===== src/rtl/tff_pkg.sv =====
// Shared types and defaults for the stepped T flip-flop counter.
//   mode_e                  : per-step update mode (HOLD/UP/DOWN/TOGGLE)
//   DEFAULT_DEBOUNCE_CYCLES : 10 ms of stable level at 50 MHz
package tff_pkg;

  typedef enum logic [1:0] {
    MODE_HOLD   = 2'b00,
    MODE_UP     = 2'b01,
    MODE_DOWN   = 2'b10,
    MODE_TOGGLE = 2'b11
  } mode_e;

  localparam int unsigned DEFAULT_DEBOUNCE_CYCLES = 500000;

endpackage


===== src/rtl/btn_conditioner.sv =====
// Push-button conditioner: 2-flop synchroniser, debounce filter and
// press (0->1) detector.
//   CLK50M  : board clock
//   RST     : asynchronous active-high reset
//   A_noisy : raw asynchronous button level
//   step    : one-cycle pulse per debounced press
module btn_conditioner
  import tff_pkg::*;
#(
  parameter int unsigned DEBOUNCE_CYCLES = DEFAULT_DEBOUNCE_CYCLES
) (
  input  logic CLK50M,
  input  logic RST,
  input  logic A_noisy,
  output logic step
);

  localparam int unsigned CNT_W = $clog2(DEBOUNCE_CYCLES);
  localparam logic [CNT_W-1:0] CNT_LAST = CNT_W'(DEBOUNCE_CYCLES - 1);

  logic             r_meta;
  logic             r_sync;
  logic             r_stable;
  logic             r_step;
  logic [CNT_W-1:0] r_cnt;
  logic             w_differs;
  logic             w_accept;

  // The count only advances while the synchronised level disagrees with
  // the accepted level; any agreement restarts the interval.
  assign w_differs = (r_sync != r_stable);
  assign w_accept  = w_differs && (r_cnt == CNT_LAST);

  always_ff @(posedge CLK50M or posedge RST) begin
    if (RST) begin
      r_meta   <= 1'b0;
      r_sync   <= 1'b0;
      r_stable <= 1'b0;
      r_step   <= 1'b0;
      r_cnt    <= '0;
    end else begin
      r_meta <= A_noisy;
      r_sync <= r_meta;
      // Step is registered alongside the stable update, so it fires on
      // the same edge stable rises and never on a release.
      r_step <= w_accept && r_sync;
      if (w_accept) begin
        r_stable <= r_sync;
      end
      if (!w_differs || w_accept) begin
        r_cnt <= '0;
      end else begin
        r_cnt <= r_cnt + CNT_W'(1);
      end
    end
  end

  assign step = r_step;

endmodule


===== src/rtl/tff_step_counter.sv =====
// Multi-bit debounced step register: each clean button press holds,
// increments, decrements or toggles Q according to mode; load overrides.
//   CLK50M : board clock          RST  : async active-high reset
//   button : raw step button      mode : update mode (mode_e)
//   T      : toggle mask          load : synchronous parallel load
//   D      : load value           Q    : register value
//   notQ   : ~Q (combinational)   wrap : one-cycle UP/DOWN wrap pulse
module tff_step_counter
  import tff_pkg::*;
#(
  parameter int unsigned WIDTH           = 4,
  parameter int unsigned DEBOUNCE_CYCLES = DEFAULT_DEBOUNCE_CYCLES
) (
  input  logic             CLK50M,
  input  logic             RST,
  input  logic             button,
  input  mode_e            mode,
  input  logic [WIDTH-1:0] T,
  input  logic             load,
  input  logic [WIDTH-1:0] D,
  output logic [WIDTH-1:0] Q,
  output logic [WIDTH-1:0] notQ,
  output logic             wrap
);

  logic             w_step;
  logic [WIDTH-1:0] r_q;
  logic [WIDTH-1:0] w_q_next;
  logic             r_wrap;
  logic             w_wrap_next;

  btn_conditioner #(
    .DEBOUNCE_CYCLES(DEBOUNCE_CYCLES)
  ) u_btn (
    .CLK50M (CLK50M),
    .RST    (RST),
    .A_noisy(button),
    .step   (w_step)
  );

  // load wins over a coincident step; that step is simply dropped.
  always_comb begin
    w_q_next    = r_q;
    w_wrap_next = 1'b0;
    if (load) begin
      w_q_next = D;
    end else if (w_step) begin
      case (mode)
        MODE_UP: begin
          w_q_next    = r_q + WIDTH'(1);
          w_wrap_next = &r_q;
        end
        MODE_DOWN: begin
          w_q_next    = r_q - WIDTH'(1);
          w_wrap_next = ~|r_q;
        end
        MODE_TOGGLE: w_q_next = r_q ^ T;
        default:     w_q_next = r_q;
      endcase
    end
  end

  always_ff @(posedge CLK50M or posedge RST) begin
    if (RST) begin
      r_q    <= '0;
      r_wrap <= 1'b0;
    end else begin
      r_q    <= w_q_next;
      r_wrap <= w_wrap_next;
    end
  end

  assign Q    = r_q;
  assign notQ = ~r_q;
  assign wrap = r_wrap;

endmodule


===== config.mk =====
export PLATFORM = sky130hd
export DESIGN_NAME = tff_step_counter
export DESIGN_NICKNAME = d
export VERILOG_FILES = /design/src/rtl/tff_pkg.sv /design/src/rtl/btn_conditioner.sv /design/src/rtl/tff_step_counter.sv
export SDC_FILE = /design/constraint.sdc
export NUM_CORES = 1
export LEC_CHECK = 0
export ABC_AREA = 1
export BUFFER_PORTS_ARGS = -buffer_cell sky130_fd_sc_hd__buf_2
export CAP_MARGIN = 15
export CELL_PAD_IN_SITES_DETAIL_PLACEMENT = 1
export CELL_PAD_IN_SITES_GLOBAL_PLACEMENT = 2
export CORE_UTILIZATION = 36
export CTS_BUF_LIST = sky130_fd_sc_hd__clkbuf_4 sky130_fd_sc_hd__clkbuf_8
export DETAILED_ROUTE_END_ITERATION = 7
export PLACE_DENSITY = 0.87
export SLEW_MARGIN = 10
export SYNTH_ARGS = -nofsm -noshare
export SYNTH_HDL_FRONTEND = slang
export SYNTH_HIERARCHICAL = 1
export SYNTH_SLANG_ARGS = --single-unit

===== constraint.sdc =====
create_clock -name CLK50M -period 4.1 [get_ports CLK50M]
set_input_delay 0.615 -clock CLK50M [delete_from_list [all_inputs] [get_ports CLK50M]]
set_output_delay 0.615 -clock CLK50M [all_outputs]
set_load 0.05 [all_outputs]

Word-level counts from Yosys, hierarchy flattened
Cells that the tools add are included.
- output and inout bits: 9
- input bits: 14
- logic and storage cells: 34
- register bits after elaboration: 28
- add/subtract/negate cells: 3
- bitwise operators: 2
- equal/unequal tests: 5
- mux-type cells: 7
- reductions and logical operators: 10
- operators with widths (cell ; count):
    $add A19 B1 Y19 const B ; 1
    $eq A19 B19 Y1 const B ; 1
    $mux W19 ; 1
    $pmux W4 S3 ; 1
    $mux W4 ; 2
    $add A4 B1 Y4 const B ; 1
    $eq A2 B2 Y1 const B ; 2
    $not A4 Y4 ; 1
    $reduce_and A4 Y1 ; 1
    $reduce_bool A4 Y1 ; 1
    $reduce_or A4 Y1 ; 1
    $sub A4 B1 Y4 const B ; 1
    $xor A4 B4 Y4 ; 1
    $eq A2 B1 Y1 const B ; 1
    $logic_and A1 B1 Y1 ; 2
    $logic_not A1 Y1 ; 2
    $mux W1 ; 2
    $pmux W1 S2 ; 1
    $reduce_and A2 Y1 ; 1
    $reduce_bool A2 Y1 ; 1
    $logic_or A1 B1 Y1 ; 1
    $ne A1 B1 Y1 ; 1

Depth between registers and ports, before layout
- depth in word-level cells: 5
- gate-level depth with buffers: 12
- mapped depth without buffers: 12

Hierarchy
The synthesis kept the hierarchy.
- by module, submodules not included (module ; times used ; area each (sq um) ; cells each ; seq. area each (sq um)):
    btn_conditioner ; 1 ; 1237.4 ; 162 ; 575.6
    tff_step_counter ; 1 ; 523.0 ; 80 ; 125.1

Least setup slack after synthesis
OpenSTA, ideal clock, no wires.
- path kind: flip-flop to flip-flop
- start point: reg r_q[1], in the netlist Q[1]
- end point: reg r_q[2], in the netlist Q[2]
- clock period less this slack: 1.836 ns
- buffers on the path: 0
- data arrival time: 1.704 ns
- stages on the path, launching flop included: 11
- required time: 3.968 ns
- path slack: 2.264 ns
- setup time: 0.132 ns
- cell sequence: dfrtp_1 -> inv_2 -> nand2_1 -> nand2_2 -> ha_1 -> a21oi_1 -> nand2_1 -> nand2_1 -> o21ai_1 -> inv_1 -> o22ai_2
- cells in the longest elaborated chain, start to end: 4
- elaborated cells on any way between the ends: 5
- classes of those cells: 2 x add/sub; 3 x mux
- RTL lines (element ; RTL line ; source):
    start: declaration ; tff_step_counter.sv:27 ; logic [WIDTH-1:0] r_q;
    start signal: assignment ; tff_step_counter.sv:68 ; r_q <= w_q_next;
    $sub A4 B1 Y4 or $add A4 B1 Y4 (tied branches) ; tff_step_counter.sv:54, tff_step_counter.sv:50 ;
    $pmux W4 S3 * ; tff_step_counter.sv:48 ; case (mode)
    $mux W4 * ; tff_step_counter.sv:47 ; end else if (w_step) begin
    $mux W4 * ; tff_step_counter.sv:45 ; if (load) begin
Every way passes the cells marked *; elsewhere a longest branch is shown, timed or not. The select of a mux whose other input is x is not followed.
A chain may end at the register's enable or synchronous reset.

Worst setup path after layout
- start point: in mode[0]
- end point: reg r_q[2], in the netlist Q[2]
- cells in the longest elaborated chain, start to end: 4
- elaborated cells on any way between the ends: 8
- classes of those cells: 3 x eq/ne; 3 x mux; 2 x reduce/logical
- RTL lines (element ; RTL line ; source):
    start: declaration ; tff_step_counter.sv:17 ; input mode_e mode,
    $eq A2 B2 Y1 or $eq A2 B1 Y1 (tied branches) ; tff_step_counter.sv:48 ;
    $pmux W4 S3 ; tff_step_counter.sv:48 ;
    $mux W4 ; tff_step_counter.sv:47 ;
    $mux W4 ; tff_step_counter.sv:45 ;
Several ways; a longest one is shown, not always the timed one. The select of a mux whose other input is x is not followed.

==> flow_summary.ini <==
[detailed_routing]
dr_wl_met2_mm = 2.02
avgRoutedWirePerCell_microns = 12.7
vias = 1552
drc = 0
met3_wirelength_microns = 118
drtPass1Iterations = 4
drtAntennaViolNets = 0
routed.top_layer = met4
drt_iter0_drc = 72
vias_per_cell = 4.65
wl_met1_mm = 2.04
wl_mm = 4.23

[setup_path]
crit_path_max_fanout = 5
end_kind = flip-flop
critPathArrivalTime_ns = 1.94
required_ns = 4.25
start_kind = input pin
criticalPathCategory = in -> reg

[floorplan]
coreArea_sq_um = 4720
ios = 23
die_area_sq_um = 5170
die_w_microns = 71.9
initial_utilization_pct = 37.3
fp.dieH_microns = 71.9
rows = 25

[timing]
rsz0062_at_grt = no
slew_viol_final = 0
hold_viol = 0
fin_ws_ns = 2.32
hold_slack_ns = 0.241
setup_viol = 0
fmax_mhz = 561
slew_headroom_pct = 38.7
tns_ns = 0
finalClockSkew_ns = 0.00922
min_period_over_period_pct = 43.5
period_needed_ns = 1.78
worst_pin_slew_ns = 0.918

[grt]
grt_overflow = 0
grt_pass1_wl_mm = 7.59
grt_usage_pct = 18.6
grt_antenna_before_repair = 0
grt_pass1_vias = 1630
grt_max_degree = 24

[clock_tree]
cts-root-buf = clkbuf_8
cts_hold_buffers = 0
clock_latency_ns = 0.27
cts.clk_slew.worst_paths_ns = 0.10
h-tree-depth = 1
cts_buffers = 3
cts_sinks = 28
post_cts_buffers = 0
ctsLongestPathBuffers = 2
cts_tree = yes
post_cts_resize_count = 0

[finish]
final_cell_area_sq_um = 2010
seqCellArea_sq_um = 701
fillers = 608
multiInputGateArea_sq_um = 913
syn_to_final_growth_pct = 14.4
nets = 288
antenna_cells = 0
final_cells = 334
fin_util_pct = 42.6
drive_gt1_share_pct = 15.7

[logic_synthesis]
synth_compound_area_share_pct = 6.82
syn_area_sq_um = 1760
yosys_warnings = 6
synth_xor_area_share_pct = 6.97
ys_seq_area_share_pct = 39.8
synth_cells = 242
syn_nets = 262
postSynthAreaPerCell_sq_um = 7.27
synthSimpleGateAreaFrac_pct = 33.8
synth_fa_ha_area_share_pct = 4.26
yosysUniqueCellTypes = 28
synthMuxAreaShare_pct = 0
synth_seq_cells = 28
synth_top_family_by_area = simple AND/OR/NAND/NOR gates

[power]
p_leak_nw = 0.966
powerDensity_nw_per_um2 = 321
total_power_mw = 0.646
ir_drop_mv = 0.166

[run]
cap_violations = 0

[worst_hold_path]
min_path_type = in -> async

[placement]
dp.cells = 330
dp_hpwl_mm = 3.45
place_congestion = 0.820
port_buffers = 22
pre_cts_slack_ns = 2.04
place_area_sq_um = 1940

[status]
status = completed
-- report_power, final --
group | switching (mW) | internal, mW
sequential | 0.0140 | 0.285
combinational | 0.0921 | 0.0386
clock | 0.0860 | 0.131
-- area by class of cell --
class                      instances  share of cell area (%)
multi-input combinational        177                    45.3
sequential                        28                    34.8
inverter                          36                    6.71
timing repair buffer              22                    5.47
tap                               67                    4.16
clock buffer                       3                    2.05
clock inverter                     1                    1.49
-- critical path, cell delays in order --
cell and delay, ns:
buf_2 0.11, inv_1 0.08, ha_1 0.25, inv_1 0.07, nand2_1 0.07, nand2_2 0.08
ha_1 0.19, a21oi_1 0.17, nand2_1 0.07, nand2_1 0.05, o21ai_1 0.05, inv_1 0.06
o22ai_2 0.05
-- routing by layer --
| metal | GRT usage [%] | vias up |
|---|---|---|
| li1 | - | 796 |
| met1 | 24.2 | 725 |
| met2 | 32.8 | 27 |
| met3 | 2.92 | 4 |
| met4 | 4.14 | 0 |
| met5 | 0 | - |
-- sequential cells by signal, summed over array words and instances, names as in the netlist --
name / count
Q: 4
u_btn/r_cnt: 19
u_btn/r_meta: 1
u_btn/r_stable: 1
u_btn/r_sync: 1
u_btn/step: 1
wrap: 1
-- cell usage in the layout, fill, tap and decap left out, drive strengths merged, types with 2 or more instances in the layout --
cell | netlist | routed
o21bai | 2 | 2
nand4 | 2 | 2
dfrtp | 28 | 28
ha | 6 | 6
buf | 1 | 22
a21oi | 4 | 4
xor2 | 10 | 10
xnor2 | 4 | 4
o22ai | 3 | 3
nor3 | 2 | 2
nand3 | 20 | 20
inv | 36 | 36
nand2 | 57 | 57
clkbuf | 0 | 3
and2 | 4 | 4
o21ai | 9 | 9
nor2 | 51 | 51
-- kinds of logic (layout without fill, tap and decap cells) --
family                     after synthesis  count (layout)
and+or+nand+nor                        137             137
buffers and inverters                   37              62
DFF                                     28              28
AOI/OAI and AO/OA                       20              20
xor gates and xnor gates                14              14
adders and majority gates                6               6
-- cells in the mapped netlist (all sizes together) --
library cell	n	area, sq um
a211oi	1	7.51
a21oi	4	20.0
and2	4	26.3
buf	1	11.3
dfrtp	28	701
ha	6	75.1
inv	36	135
nand2	57	229
nand3	20	110
nand4	2	12.5
nor2	51	196
nor3	2	15.0
o21a	1	7.51
o21ai	9	45.0
o21bai	2	15.0
o22ai	3	25.0
or2	1	6.26
xnor2	4	35.0
xor2	10	87.6
-- path summary, 6_finish.rpt --
kind	startpoint	end	slack (ns)	cells past startpoint
worst max-delay path	mode[0]	Q[2]	2.32	13
worst min-delay path	RST	wrap	0.24	2
worst max register to register	u_btn/r_cnt[0]	u_btn/r_cnt[15]	2.45	8
worst min register to register	u_btn/r_meta	u_btn/r_sync	0.38	0
max in group asynchronous	RST	u_btn/r_cnt[16]	2.99	2
min in group CLK50M	u_btn/r_meta	u_btn/r_sync	0.38	0
(Power assumes the default switching activity.)
